[src/rtl/aim_scheduler.sv]
// aim_scheduler: sequencer for the 32-lane associative index-match engine.
//
// For each of (i_job_groups+1) weight groups it loads 32 weight channel
// indices from weight SRAM into a lane bank, launches the engine for
// (i_job_ite+1) activation chunks, keeps the first match position per lane,
// then streams (group, lane, pos) hit records downstream.
//
// Ports:
//   i_clk, i_rst_n                  clock, async active-low reset
//   i_job_valid/o_job_ready         job handshake (ready only in IDLE)
//   i_job_groups, i_job_ite         groups-1, iterations-1
//   o_wt_rd/o_wt_addr/i_wt_rdata    weight SRAM read port (1-cycle latency)
//   o_eng_start/o_eng_ite/o_eng_word engine launch and weight bank
//   i_eng_res_valid/i_eng_valid/i_eng_pos/i_eng_finish  engine results
//   o_hit_valid/i_hit_ready/o_hit_group/o_hit_lane/o_hit_pos/o_hit_miss
//                                   hit record stream
//   o_job_done                      one-cycle pulse at job end
//
// Build option: AIM_SCHED_MISS_EN -- when defined, DRAIN emits a record for
// every lane; miss lanes carry o_hit_miss=1 and o_hit_pos=0.

// Per-lane state: one weight word plus the sticky first-match flag/position.
module aim_sched_lane #(
  parameter int WORD_W = 16,
  parameter int POS_W  = 9
) (
  input  logic              i_clk,
  input  logic              i_rst_n,
  input  logic              i_wr,
  input  logic [WORD_W-1:0] i_wdata,
  input  logic              i_clr,
  input  logic              i_cap,
  input  logic              i_valid,
  input  logic [POS_W-1:0]  i_pos,
  output logic [WORD_W-1:0] o_word,
  output logic              o_hit,
  output logic [POS_W-1:0]  o_pos
);
  logic [WORD_W-1:0] word_q, word_d;
  logic              hit_q, hit_d;
  logic [POS_W-1:0]  pos_q, pos_d;

  always_comb begin
    word_d = word_q;
    hit_d  = hit_q;
    pos_d  = pos_q;
    if (i_wr) word_d = i_wdata;
    if (i_clr) begin
      hit_d = 1'b0;
    end else if (i_cap && i_valid && !hit_q) begin
      // First (lowest-iteration) match sticks; later ones are ignored.
      hit_d = 1'b1;
      pos_d = i_pos;
    end
  end

  always_ff @(posedge i_clk or negedge i_rst_n) begin
    if (!i_rst_n) begin
      word_q <= '0;
      hit_q  <= 1'b0;
      pos_q  <= '0;
    end else begin
      word_q <= word_d;
      hit_q  <= hit_d;
      pos_q  <= pos_d;
    end
  end

  assign o_word = word_q;
  assign o_hit  = hit_q;
  assign o_pos  = pos_q;
endmodule

module aim_scheduler #(
  parameter int N_LANE = 32,
  parameter int WORD_W = 16,
  parameter int POS_W  = 9,
  parameter int GRP_W  = 4
) (
  input  logic                     i_clk,
  input  logic                     i_rst_n,
  input  logic                     i_job_valid,
  output logic                     o_job_ready,
  input  logic [GRP_W-1:0]         i_job_groups,
  input  logic [2:0]               i_job_ite,
  output logic                     o_wt_rd,
  output logic [GRP_W+4:0]         o_wt_addr,
  input  logic [WORD_W-1:0]        i_wt_rdata,
  output logic                     o_eng_start,
  output logic [2:0]               o_eng_ite,
  output logic [N_LANE*WORD_W-1:0] o_eng_word,
  input  logic                     i_eng_res_valid,
  input  logic [N_LANE-1:0]        i_eng_valid,
  input  logic [N_LANE*POS_W-1:0]  i_eng_pos,
  input  logic                     i_eng_finish,
  output logic                     o_hit_valid,
  input  logic                     i_hit_ready,
  output logic [GRP_W-1:0]         o_hit_group,
  output logic [4:0]               o_hit_lane,
  output logic [POS_W-1:0]         o_hit_pos,
  output logic                     o_hit_miss,
  output logic                     o_job_done
);
  typedef enum logic [2:0] {IDLE, LOAD, START, RUN, DRAIN, NEXT} state_e;

  state_e             state_q, state_d;
  logic [GRP_W-1:0]   groups_q, groups_d;
  logic [GRP_W-1:0]   grp_q, grp_d;
  logic [2:0]         ite_q, ite_d;
  logic [5:0]         cnt_q, cnt_d;   // LOAD cycle 0..32
  logic [4:0]         ptr_q, ptr_d;   // DRAIN lane pointer

  logic                               clr;
  logic                               cap;
  logic                               adv;
  logic                               drain;
  logic                               cur_hit;
  logic [POS_W-1:0]                   cur_pos;
  logic [N_LANE-1:0][WORD_W-1:0]      bank;
  logic [N_LANE-1:0]                  lane_hit;
  logic [N_LANE-1:0][POS_W-1:0]       lane_pos;

  // Read data for address k lands one cycle later, i.e. at LOAD count k+1.
  for (genvar k = 0; k < N_LANE; k++) begin : g_lane
    aim_sched_lane #(.WORD_W(WORD_W), .POS_W(POS_W)) u_lane (
      .i_clk   (i_clk),
      .i_rst_n (i_rst_n),
      .i_wr    (state_q == LOAD && cnt_q == 6'(k + 1)),
      .i_wdata (i_wt_rdata),
      .i_clr   (clr),
      .i_cap   (cap),
      .i_valid (i_eng_valid[k]),
      .i_pos   (i_eng_pos[k*POS_W +: POS_W]),
      .o_word  (bank[k]),
      .o_hit   (lane_hit[k]),
      .o_pos   (lane_pos[k])
    );
  end

  assign drain   = (state_q == DRAIN);
  assign cur_hit = lane_hit[ptr_q];
  assign cur_pos = lane_pos[ptr_q];
  assign cap     = (state_q == RUN) && i_eng_res_valid;

  always_comb begin
`ifdef AIM_SCHED_MISS_EN
    o_hit_valid = drain;
    o_hit_miss  = drain && !cur_hit;
    o_hit_pos   = (drain && cur_hit) ? cur_pos : '0;
    adv         = i_hit_ready;
`else
    o_hit_valid = drain && cur_hit;
    o_hit_miss  = 1'b0;
    o_hit_pos   = drain ? cur_pos : '0;
    adv         = !cur_hit || i_hit_ready;
`endif
  end

  always_comb begin
    state_d  = state_q;
    groups_d = groups_q;
    grp_d    = grp_q;
    ite_d    = ite_q;
    cnt_d    = cnt_q;
    ptr_d    = ptr_q;
    clr      = 1'b0;
    case (state_q)
      IDLE: begin
        if (i_job_valid) begin
          groups_d = i_job_groups;
          ite_d    = i_job_ite;
          grp_d    = '0;
          cnt_d    = '0;
          clr      = 1'b1;
          state_d  = LOAD;
        end
      end
      LOAD: begin
        if (cnt_q == 6'd32) begin
          cnt_d   = '0;
          state_d = START;
        end else begin
          cnt_d = cnt_q + 6'd1;
        end
      end
      START: begin
        clr     = 1'b1;
        state_d = RUN;
      end
      RUN: begin
        // Capture of a coincident res_valid happens in the lanes this cycle.
        if (i_eng_finish) begin
          ptr_d   = '0;
          state_d = DRAIN;
        end
      end
      DRAIN: begin
        if (adv) begin
          if (ptr_q == 5'd31) state_d = NEXT;
          else                ptr_d   = ptr_q + 5'd1;
        end
      end
      NEXT: begin
        if (grp_q == groups_q) begin
          state_d = IDLE;
        end else begin
          grp_d   = grp_q + 1'b1;
          cnt_d   = '0;
          state_d = LOAD;
        end
      end
      default: state_d = IDLE;
    endcase
  end

  always_ff @(posedge i_clk or negedge i_rst_n) begin
    if (!i_rst_n) begin
      state_q  <= IDLE;
      groups_q <= '0;
      grp_q    <= '0;
      ite_q    <= '0;
      cnt_q    <= '0;
      ptr_q    <= '0;
    end else begin
      state_q  <= state_d;
      groups_q <= groups_d;
      grp_q    <= grp_d;
      ite_q    <= ite_d;
      cnt_q    <= cnt_d;
      ptr_q    <= ptr_d;
    end
  end

  assign o_job_ready = (state_q == IDLE);
  assign o_wt_rd     = (state_q == LOAD) && !cnt_q[5];
  assign o_wt_addr   = (state_q == LOAD) ? {grp_q, cnt_q[4:0]} : '0;
  assign o_eng_start = (state_q == START);
  assign o_eng_ite   = ite_q;
  assign o_eng_word  = bank;
  assign o_hit_group = drain ? grp_q : '0;
  assign o_hit_lane  = drain ? ptr_q : '0;
  assign o_job_done  = (state_q == NEXT) && (grp_q == groups_q);
endmodule

[config.mk]
export PLATFORM = sky130hd
export DESIGN_NAME = aim_scheduler
export DESIGN_NICKNAME = d
export VERILOG_FILES = /design/src/rtl/aim_scheduler.sv
export SDC_FILE = /design/constraint.sdc
export NUM_CORES = 1
export LEC_CHECK = 0
export ABC_AREA = 1
export ABC_CLOCK_PERIOD_IN_PS = 4500
export CAP_MARGIN = 20
export CORE_AREA = 2 2 344 346
export CTS_CLUSTER_SIZE = 20
export DETAILED_ROUTE_END_ITERATION = 16
export DIE_AREA = 0 0 346 348
export GPL_TIMING_DRIVEN = 0
export SYNTH_ARGS = -nofsm -noshare
export SYNTH_HDL_FRONTEND = slang
export SYNTH_SLANG_ARGS = --single-unit
[constraint.sdc]
create_clock -name i_clk -period 4.5 [get_ports i_clk]
set_input_delay 0.9 -clock i_clk [delete_from_list [all_inputs] [get_ports i_clk]]
set_output_delay 0.9 -clock i_clk [all_outputs]
set_load 0.01 [all_outputs]
==> results of run 1 <==
==> through the flow <==
step,util [%],instances,power (mW),area [um2]
finish,42.6,5872,29.2,49800
global route,42.6,5864,30.5,49800
CTS,42.5,5859,29.2,49800
detailed placement,39.5,5684,20.7,46200
global placement,39.2,5673,20.6,45900
floorplan,-,3242,15.6,35000
==> area by class of cell <==
class | instances | area share, %
inverter | 82 | 0.618
buffer | 227 | 2.44
timing repair buffer | 907 | 18.5
multi-input combinational | 2075 | 24.8
tap | 1536 | 3.86
sequential | 857 | 43.0
clock buffer | 140 | 5.57
clock inverter | 36 | 1.13
antenna | 12 | 0.0603
==> final timing paths <==
kind                         startpoint                     endpoint  slack [ns]
max in group asynchronous       i_rst_n   g_lane[6].u_lane.o_word[6]        2.14
setup reg to reg             state_q[2]  g_lane[6].u_lane.o_word[12]        1.77
hold / removal                  i_rst_n  g_lane[22].u_lane.o_word[6]        0.17
setup / recovery               ptr_q[2]                 o_hit_pos[3]        0.04
hold reg to reg            o_eng_ite[1]                 o_eng_ite[1]        0.47
min in group i_clk         o_eng_ite[1]                 o_eng_ite[1]        0.47
==> logic make-up (layout without fill, tap and decap cells) <==
logic type               count (synthesis)  count (layout)  share of synthesized area (%)
AND/OR/NAND/NOR                        974             974                           13.0
flip-flops                             857             857                           61.2
AO/OA/AOI/OAI                          797             797                           12.2
buffers and inverters                  310            1392                           3.88
multiplexers                           288             288                           9.26
XOR/XNOR                                 8               8                          0.200
adder cells (fa/ha/maj)                  7               7                          0.250
other                                    1              13                         0.0107
==> registers in the layout, summed over array words and instances, names as in the netlist <==
signal                count
g_lane.u_lane.o_word    512
g_lane.u_lane.o_pos     288
g_lane.u_lane.o_hit      32
cnt_q                     6
ptr_q                     5
groups_q                  4
grp_q                     4
o_eng_ite                 3
state_q                   3
==> what timing repair did <==
action | 4_1_cts | 5_1_grt
buffers inserted | 0 | 1
pin swaps | 3 | 5
resized for setup | 101 | 22
endpoints found under the setup margin | 9 | 7
==> synth_stat cells, drive strengths merged <==
master	instances	area share, %
inv	80	0.86
xor2	7	0.18
xnor2	1	0.025
a32o	4	0.11
o32ai	1	0.025
o21a	1	0.021
nand2	658	7.1
a21oi	35	0.50
o221ai	54	1.4
o22ai	10	0.18
nand3	105	3.1
o21ai	686	9.9
buf	90	1.5
or2	8	0.14
dfrtp	857	61
nor3b	1	0.021
clkbuf	138	1.5
o31ai	6	0.13
mux2	288	9.3
nor2	170	1.9
nand4	23	0.54
ha	7	0.25
nor3	6	0.18
clkinv	2	0.021
conb	1	0.011
and3	3	0.054
==> worst register-to-register path, cell delays in order, from the launching register on <==
cell and delay, ns:
sky130_fd_sc_hd__dfrtp_1 0.45, sky130_fd_sc_hd__nor3_2 0.39, sky130_fd_sc_hd__inv_2 0.19, sky130_fd_sc_hd__nor3_4 0.31, sky130_fd_sc_hd__nand4_1 0.37, sky130_fd_sc_hd__clkbuf_1 0.56, sky130_fd_sc_hd__nand2_1 0.18, sky130_fd_sc_hd__o21ai_0 0.09
==> report_power, final <==
| group | internal, mW | leakage [nW] | switching (mW) |
|---|---|---|---|
| registers | 10.1 | 9.19 | 1.47 |
| clock network | 4.85 | 1.63 | 3.47 |
| logic | 4.25 | 11.5 | 4.98 |
| total | 19.2 | 22.3 | 9.92 |
==> per-layer routing <==
metal | wire length, um | share of wire [%] | vias up
met4 | 9020 | 5.8 | 22
li1 | - | - | 13100
met5 | 131 | 0.084 | -
met3 | 13000 | 8.3 | 373
met2 | 73900 | 47 | 1464
met1 | 60800 | 39 | 15000
==> results.md, run 1 <==
- At the end of the flow, the number of nets in the layout was approximately 4600.
- Data arrives at the worst endpoint at approximately 3.6 ns.
- The sequential cell area is approximately 0.021 mm2.
- The number of antenna violations at the first check in global routing came to 28.
- After filler insertion, the fill cell instance count of the layout stands at about 11000.
- The classification of the worst setup path is register to output pin.
- The clock latency on the worst-skew pair is 0.69 ns.
- The number of max-slew violations in the final report was 0.
- The static leakage power is 22.3 nW.
- The area of the die is around 0.12 mm2.
- In the global route stage, overall resource usage came out at around 26%.
- The post-detailed-route count of antenna-violating nets is 0.
- The hold violation total from the final report came to 0.
- The endpoint type of the worst setup path is an output pin.
- The critical path contains buffers and inverters numbering 4 combined.
- The width of the die is approximately 350 um.
- The Yosys step of the flow raised 0 warnings.
- The wire length of the first global-routing pass is roughly 220 mm.
- Setup violations remaining at the end of the flow were counted as 0.
- The post-route netlist has 15.3% of its cells at a drive strength greater than 1.
- Derived from the worst setup path, the maximum achievable clock frequency is ~220 MHz.
- The transition time at the pin with the least slew margin is approximately 1.2 ns.
- Once detailed placement completed, the half-perimeter wirelength came to roughly 120 mm.
- The delay of the slowest cell on the worst path is ~0.52 ns.
- After detailed routing, the number of remaining DRC violations is 0.
- The final total negative setup slack is 0 ns.
- The sink count of the clock tree is approximately 860.
- Entering global routing, the biggest net connects 120 pins.
- Dividing total power by cell area gives a power density of about 580 mW/mm2.
- After detailed routing, the total wire length is ~160 mm.
- From synthesis to final layout, the design area changed by 42.3%.
- The number of placement rows is between 100 and 150.
- The DRC marker count from the first detailed-route iteration is around 2200.
- The aggregate global routing overflow is 0.
- The library cells used most frequently in the layout, excluding fill and tap cells, are sky130_fd_sc_hd__clkdlybuf4s50_1 (891), sky130_fd_sc_hd__dfrtp_1 (857), sky130_fd_sc_hd__nand2_1 (653), sky130_fd_sc_hd__o21ai_0 (619), sky130_fd_sc_hd__mux2_2 (266).
- The worst max-slew margin expressed relative to the limit is between 20 and 25%.
- STA puts the critical path data required time at between 3 and 4 ns.
- The worst-case IR drop observed on VDD is approximately 0.39 mV.
- The met3 routing resource usage after global routing is between 6 and 7%.
- The final setup slack of the worst path is between 0.03 and 0.04 ns.
- The critical path goes through inv_1 > clkbuf_4 > buf_4 > o221ai_1 > and3_1 > o21ai_1 > nand2_1 > clkdlybuf4s50_1.
- The clock-pin transition on the worst setup and hold timing paths is 0.06 ns.
- In this run the number of H-tree levels came out at 3.
- The number of buffers on the longest clock path is 3.
- For this design, the slowest cell found on the critical path is sky130_fd_sc_hd__clkdlybuf4s50_1.
- During placement, the flow inserted port buffers numbering just under 900.
- The met1 track demand over resource is between 30% and 40%.
- Global routing consumed, on the met2 layer, a little over two fifths of the routing resources.
- The congestion estimate from routability-driven global placement came to 0.924.
- The synthesized design contains 857 register bits.
- The flow ran to the end, and the final reports show no timing, DRC or antenna violations.
- The critical path launch point type is a register.
- After floorplanning, the core was sized to cover 0.117 mm2.
- The number of max-cap violations is 0.
- The worst-path maximum fanout is 10.
- The layer with the highest usage after global routing is met2.
- In the final routed layout, each cell accounts on average for between 20 and 30 um.
- In this run the cell area of the synthesized design comes to around 0.035 mm2.
- The sequential fraction of the synthesis area is around three fifths.
- The logic depth of the worst setup path including buffers is 8.
- The worst path in the final design needs a cycle of around 4.5 ns, including I/O delays and setup.
- The number of global-route vias before repair is 29900.
- Hold is met by approximately 0.17 ns.
- The worst slack at placement is -0.160 ns.
- The path type of the worst min-delay path is primary input to async pin.
- For this design, the CTS-stage hold fixing added 0 buffers.
- In the final layout, the multi-input gates occupy 0.0123 mm2.
- The clock arrives with 0.0375 ns of skew.
- The final clock period utilization by the worst path is between 90 and 100%.
- The initial standard-cell utilization of the core is ~30%.
- The worst reg2reg path depth is 7.
- Counting every instance in the synthesized netlist gives ~3200.
- The number of distinct library cell variants in the gate-level netlist after synthesis is 46.
- The number of top-level pins is between 800 and 900.
- The clock tree from TritonCTS is yes.
- Broken down by cell family, the worst path's largest delay share belongs to buffers and inverters.
- Leaving out fill and tap cells, the most frequent cell in the layout is sky130_fd_sc_hd__clkdlybuf4s50_1.
- The number of clock buffers inserted by TritonCTS is between 90 and 100.
- Measured along the y axis, the die boundary spans between 300 and 400 um.
- The net count after synthesis is between 3000 and 4000.
- The mean instance size in the synthesized netlist is roughly 11 um2.
- Using the TritonRoute via totals, the vias-per-cell ratio works out to 5.09.
- The total via count after detailed routing is ~30000.
- The detailed-router iteration count before antenna repair is 5.
- The cell at the root of the clock tree is sky130_fd_sc_hd__clkbuf_16.
No activity file was read; power rests on OpenSTA's default activity.
==> inputs of run 2 (changes only) <==
Settings changed: CORE_AREA 2 2 344 346 to 2 2 349 351, DIE_AREA 0 0 346 348 to 0 0 351 353.
==> run 2 against run 1 <==
Against the previous run: routed wire length increased by 0.38%; register-to-register slack got worse by 0.13 ns; die area increased by 2.9%; critical path depth decreased by 2; fmax decreased by 0.70%; clock skew increased by 0.0058 ns; global-route usage decreased by 0.71 points; first-iteration DRC count increased by 9.9%.
==> results.md, run 2 (synthesis gave the netlist of run 1 again) <==
- The shortest period the worst path allows is around 4.5 ns.
- Dividing the detail-routed wire length by the instance count gives about 26 um.
- Leaving out filler cells and counting taps, the final layout contains roughly 6000.
- The arrival time reported for the critical path endpoint is roughly 3.6 ns.
- The routed layout has ~30000 vias.
- The most common cell after layout, fill and taps aside is sky130_fd_sc_hd__clkdlybuf4s50_1.
- The number of buffers added to fix hold violations after cts is 0.
- The post-route clock skew is 0.0433 ns.
- In this run the remaining antenna-violating nets after routing total 0.
- The switching power of the nets is 9.90 mW.
- The number of top-level pins is between 800 and 900.
- The number of max-cap violations is 0.
- The maximum number of pins on one net before global-route repair is about 110.
- The number of remaining DRC errors is 0.
- The delay of the slowest cell on the worst path is ~0.88 ns.
- The summed area of non-filler cells in the final layout is approximately 0.05 mm2.
- The overall routing resource usage is between 20% and 30%.
- The number of clock buffers inserted by TritonCTS is 97.
- The number of global-route vias before repair is approximately 30000.
- Relative to the synthesized area, the layout overhead comes to 43.1%.
- The detailed-placement wirelength estimate is between 100 and 150 mm.
- The switching share of power is between 30 and 40%.
- Walking the worst path, the cells encountered are inv_1 > clkbuf_1 > nand3_2 > a21oi_4 > or2_1 > clkdlybuf4s50_1.
- The share of post-route cells with drive strength above 1 is 15.4%.
- The placed standard-cell area is about 0.046 mm2.
- The initial utilization of the core area, before any placement, comes to between 20% and 30%.
- STA classifies the critical path endpoint as an output pin.
- The final setup slack of the worst path is 0.00755 ns.
- The die covers 0.124 mm2.
- Port buffering added 895 buffers.
- The H-tree generated during clock tree synthesis spans 3 levels.
- Based on the critical path, the design can be clocked at up to about 220 MHz.
- The combinational fraction of design power is roughly a third.
- The worst endpoint required time is roughly 3.6 ns.
- The slowest stage of the critical path is the sky130_fd_sc_hd__clkbuf_1 cell.
- The post-detailed-route via-to-cell ratio is 5.01.
- The first global-routing pass estimated about 220 mm of wire.
- VDD sags by at most roughly 0.35 mV.
- The post-route core utilization is between 40% and 50%.
- For this run the aggregate overflow at the end of global routing stands at 0.
- The worst slack at placement is -0.117 ns.
- The path type of the worst min-delay path is primary input to async pin.
- The post-layout net count is ~4600.
- The final-layout worst hold slack is between 0.1 and 0.15 ns.
- Per report_power, the sequential group accounts for 39.9% of the total.
- In this run the vertical extent of the chip is roughly 350 um.
- The critical path is of the register to output pin type.
- On the critical path the largest part of the delay comes from buffers and inverters.
- The die is 351 um wide.
- In this run the power density over the cells is between 500 and 600 mW/mm2.
- The number of placement rows is approximately 130.
- The number of antenna violations at the first check in global routing came to 28.
- The transition time at the pin with the least slew margin is 1.15 ns.
- The final clock period utilization by the worst path is 99.8%.
- The clock network accounts for 28.4% of the total power.
- Wires add up to 157 mm.
- The clock latency on the worst-skew pair is 0.72 ns.
- TritonCTS built the clock tree.
- The critical path launch point type is a register.
- Of all nets on the critical path, the largest fanout is 10.
- The hold violation total from the final report was 0.
- The number of buffers and inverters on the critical path is 3.
- Setup repair after global routing left no endpoint under its margin.
- The final total negative setup slack is 0 ns.
- The register with the most flip-flops in the layout has between 500 and 600 of them.
- The static leakage power is around 22 nW.
- The number of endpoints failing setup at the final stage is 0.
- The core footprint is between 0.1 and 0.15 mm2.
- The placed instance count is 5774.
- The detailed router finished its first iteration with 2402 violations.
- The sink count of the clock tree is about 860.
- The last weighted congestion value of the routability-driven placer is slightly above 0.9.
- The flow ran to the end, and the final reports show no timing, DRC or antenna violations.
- The internal power of the cells is 19.2 mW.
- The root buffer cell chosen for the clock tree is sky130_fd_sc_hd__clkbuf_16.
- In this run the tightest slew margin relative to its limit is 23.5%.
- The post-route total power is 29.1 mW.
- The top cell types in the final layout, fill and taps aside, are sky130_fd_sc_hd__clkdlybuf4s50_1 (894), sky130_fd_sc_hd__dfrtp_1 (857), sky130_fd_sc_hd__nand2_1 (653), sky130_fd_sc_hd__o21ai_0 (619), sky130_fd_sc_hd__mux2_2 (266).
- After clock tree synthesis, the clock-pin slew on the worst setup and hold paths is 0.06 ns.
- The number of buffers on the longest clock path is 3.
- The detailed-router iteration count before antenna repair is 6.
- The number of max-slew violations in the final report is 0.
- The number of post-CTS setup repair buffers is 0.
[run 2: cell types whose count changed in the layout (fill, tap and decap cells not counted), sizes merged, moves of 2 or more]
cell / delta
clkdlybuf4s50: +3
inv: -5
diode: +12
clkbuf: +14
dlygate4sd2: -2
bufinv: -4
[run 2: worst paths after layout]
check	startpoint	end	slack, ns	cells after the start
max	ptr_q[3]	o_hit_pos[1]	0.008	6
min	i_rst_n	g_lane[1].u_lane.o_word[10]	0.13	1
max reg2reg	ptr_q[3]	ptr_q[2]	1.64	8
min reg2reg	o_eng_ite[1]	o_eng_ite[1]	0.48	2
max in group asynchronous	i_rst_n	g_lane[20].u_lane.o_pos[4]	1.61	6
min in group i_clk	o_eng_ite[1]	o_eng_ite[1]	0.48	2
[run 2: layout make-up]
class	instances	area (um2)
clock buffer	154	2940
timing repair buffer	907	9270
fill	11800	70500
sequential	857	21400
clock inverter	29	447
multi-input combinational	2075	12400
tap	1625	2030
buffer	226	1230
inverter	82	308
antenna	24	60.1
[run 2: worst reg2reg max path, stage by stage, from the launching register on]
cell	delay [ns]
sky130_fd_sc_hd__dfrtp_1	0.43
sky130_fd_sc_hd__inv_1	0.21
sky130_fd_sc_hd__clkbuf_1	0.88
sky130_fd_sc_hd__nor2_1	0.13
sky130_fd_sc_hd__ha_1	0.27
sky130_fd_sc_hd__o21ai_1	0.45
sky130_fd_sc_hd__nand3_2	0.22
sky130_fd_sc_hd__nand2_1	0.10
sky130_fd_sc_hd__nand2_1	0.06
[run 2: layer usage]
metal | share of wire [%] | wire (um) | vias to the layer above | global-route usage [%]
li1 | - | - | 13100 | -
met1 | 39 | 60900 | 15100 | 29.9
met2 | 47 | 74100 | 1448 | 40.4
met3 | 8.1 | 12800 | 363 | 6.22
met4 | 6.1 | 9580 | 10 | 13.8
met5 | 0.037 | 58 | - | 0
[run 2: repair_timing]
| item | CTS | global route |
|---|---|---|
| setup endpoints to repair | 9 | 9 |
| pin swaps | 5 | 5 |
| resized for setup | 106 | 33 |
[run 2: power by group through the flow]
stage | clock [mW] | sequential, mW | combinational, mW
2_1_floorplan | 0 | 11.7 | 3.84
3_3_place_gp | 0 | 11.8 | 8.84
3_5_place_dp | 0 | 11.7 | 9.03
4_1_cts | 8.39 | 11.6 | 9.21
5_1_grt | 8.72 | 11.9 | 9.84
6_report | 8.28 | 11.6 | 9.21
==> inputs of run 3 (changes only) <==
Settings changed: MAX_ROUTING_LAYER from default to met4.
==> run 3 against run 2 <==
Against the previous run: clock skew rose by 0.0040 ns; power barely moved; critical path depth rose by 4; hold slack got worse by 0.0024 ns.
==> results.md, run 3 (synthesis gave the netlist of run 1 again) <==
- For this run, the top clock speed supported by timing is 223 MHz.
- The register with the most flip-flops in the layout has 512 of them.
- Clock-pin slew was measured on the worst setup and hold paths at around 0.06 ns.
- The congestion estimate from routability-driven global placement came to around 0.93.
- The count of nets left with antenna violations once routing finished came out at 0.
- The tree built by TritonCTS fans out to 857 sinks.
- The setup check on the worst reg-to-reg path leaves a slack of between 1.5 and 2 ns.
- The initial utilization of the core area, before any placement, comes to between 20 and 30%.
- The DRC marker count from the first detailed-route iteration is roughly 2200.
- The first detailed-routing pass ran for 9 iterations.
- The die is ~350 um tall.
- The die covers 0.124 mm2.
- Dividing the detail-routed via count by the number of cells gives approximately 5.
- For the pin with the worst max-slew slack, the measured transition is 1.11 ns.
- Including well taps, the total number of placed cells is 5774.
- In this run, post-CTS hold repair placed 0 buffers.
- The core region is between 0.1 and 0.15 mm2.
- The count of buffers inserted at the top-level ports is around 900.
- The maximum number of pins on one net before global-route repair is 109.
- The number of remaining DRC errors is 0.
- The number of placement rows is about 130.
- The worst path uses around 100% of the clock period.
- The library cell used most frequently in the layout, excluding fill and tap cells, is sky130_fd_sc_hd__clkdlybuf4s50_1.
- The placed standard-cell area is between 0.04 and 0.05 mm2.
- The number of global-route vias before repair came to roughly 30000.
- The hold violation total from the final report is 0.
- Of the cells placed in the final design, the portion with a size suffix greater than 1 is between 10% and 20%.
- Dividing the detail-routed wire length by the instance count gives 26.3 um.
- In this run the power density over the cells is 581 mW/mm2.
- The top cell types in the final layout, fill and taps aside, are sky130_fd_sc_hd__clkdlybuf4s50_1 (894), sky130_fd_sc_hd__dfrtp_1 (857), sky130_fd_sc_hd__nand2_1 (653), sky130_fd_sc_hd__o21ai_0 (619), sky130_fd_sc_hd__mux2_2 (266).
- The design draws between 20 and 30 mW.
- The number of antenna violations at the first check in global routing is 34.
- Relative to the synthesized area, the layout overhead comes to 43.2%.
- Summed over all nets, the half-perimeter wirelength after detailed placement is about 120 mm.
- Setup repair after global routing left no endpoint under its margin.
- The number of clock buffers inserted by TritonCTS is 97.
- The worst max-slew margin expressed relative to the limit is between 20% and 30%.
- TritonCTS built the clock tree.
- The number of endpoints failing setup at the final stage is 0.
- Hold timing on the final database bottoms out at a slack of around 0.13 ns.
- The number of max-slew violations in the final report was 0.
- Summed over all cells, the static leakage comes to ~22 nW.
- The H-tree was split into 3 levels.
- The post-route clock skew is 0.0472 ns.
- The number of post-CTS setup repair buffers is 0.
- The arrival time reported for the critical path endpoint is around 3.6 ns.
- The flow ran to the end, and the final reports show no timing, DRC or antenna violations.
- The first global-routing pass estimated 220 mm of wire.
- In this run the count of I/O pins placed on the die edge is between 800 and 900.
- In this run the worst path has a maximum fanout of 10.
- Summing over every cut layer, the via total after detailed routing is 29900.
- IR analysis of the VDD net gives a maximum drop of 0.356 mV.
- Across every metal layer, demand over resource in global routing totals between 20% and 30%.
- Counting along the longest clock path gives a buffer depth of 3.
- The worst hold path belongs to the class primary input to async pin.
- The count of non-filler cells in the finished layout is around 6000.
- The summed area of non-filler cells in the final layout is between 0.05 and 0.06 mm2.
- The worst path in the final design needs a cycle of 4.48 ns, including I/O delays and setup.
- The number of max-cap violations is 0.
- The clock latency on the worst-skew pair is between 0.7 and 0.8 ns.
- The cell at the root of the clock tree is sky130_fd_sc_hd__clkbuf_16.
- For this run the aggregate overflow at the end of global routing stands at 0.
- The routed design has between 150 and 200 mm of wire.
- The critical path is of the register to output pin type.
- The width of the die is roughly 350 um.
- The worst setup path is launched from a register.
- STA classifies the critical path endpoint as an output pin.
- The worst endpoint required time is between 3 and 4 ns.
- The post-layout net count is between 4000 and 5000.
-- run 3: changes by cell type in the layout (fill, tap and decap cells not counted), sizes merged --
cell,change
buf,+1
diode,+8
-- run 3: path summary, 6_finish.rpt --
kind | from | to | depth (start not counted)
worst max-delay path | ptr_q[0] | o_hit_pos[0] | 10
worst min-delay path | i_rst_n | g_lane[1].u_lane.o_word[10] | 1
worst max register to register | cnt_q[2] | g_lane[10].u_lane.o_word[14] | 7
worst min register to register | o_eng_ite[1] | o_eng_ite[1] | 2
max in group asynchronous | i_rst_n | g_lane[29].u_lane.o_pos[6] | 6
min in group i_clk | o_eng_ite[1] | o_eng_ite[1] | 2
-- run 3: power breakdown --
part,internal (mW),switching (mW),leakage (nW)
clock,4.82,3.46,1.64
combinational,4.27,4.93,11.5
sequential,10.1,1.50,9.19
total,19.2,9.89,22.3
-- run 3: worst max-delay path: stages, from the launching register on --
cell and delay, ns:
sky130_fd_sc_hd__dfrtp_1 0.45, sky130_fd_sc_hd__buf_4 0.22, sky130_fd_sc_hd__buf_4 0.20, sky130_fd_sc_hd__buf_4 0.23, sky130_fd_sc_hd__buf_4 0.26, sky130_fd_sc_hd__nor2_1 0.08
sky130_fd_sc_hd__o221ai_1 0.20, sky130_fd_sc_hd__and3_1 0.33, sky130_fd_sc_hd__o21ai_1 0.17, sky130_fd_sc_hd__nand2_1 0.15, sky130_fd_sc_hd__clkdlybuf4s50_1 0.59
-- run 3: timing repair --
action	in CTS	in global routing
gates resized for setup	106	31
endpoints found under the hold margin	0	0
pin swaps	5	5
setup endpoints to repair	9	9
-- run 3: layout make-up --
| type | instances | area [um2] |
|---|---|---|
| Fill cell | 11800 | 70400 |
| Sequential cell | 857 | 21400 |
| Multi-Input combinational cell | 2075 | 12400 |
| Timing Repair Buffer | 907 | 9270 |
| Clock buffer | 154 | 2940 |
| Tap cell | 1625 | 2030 |
| Buffer | 227 | 1240 |
| Clock inverter | 29 | 447 |
| Inverter | 82 | 308 |
| Antenna cell | 32 | 80.1 |
-- run 3: routing by layer --
layer	wire length, um	track usage [%]
met5	0	-
met3	12300	5.79
met1	61300	30.2
met2	74400	40.8
met4	9210	13.0
-- run 3: metrics by stage --
stage	utilization (%)	TNS [ns]	setup WS (ns)
global route	41.6	0	0.00183
detailed placement	38.4	-0.494	-0.117
global placement	38.2	-	-37.27
finish	41.6	0	0.0193
floorplan	-	0	1.90
CTS	41.5	0	0.00330
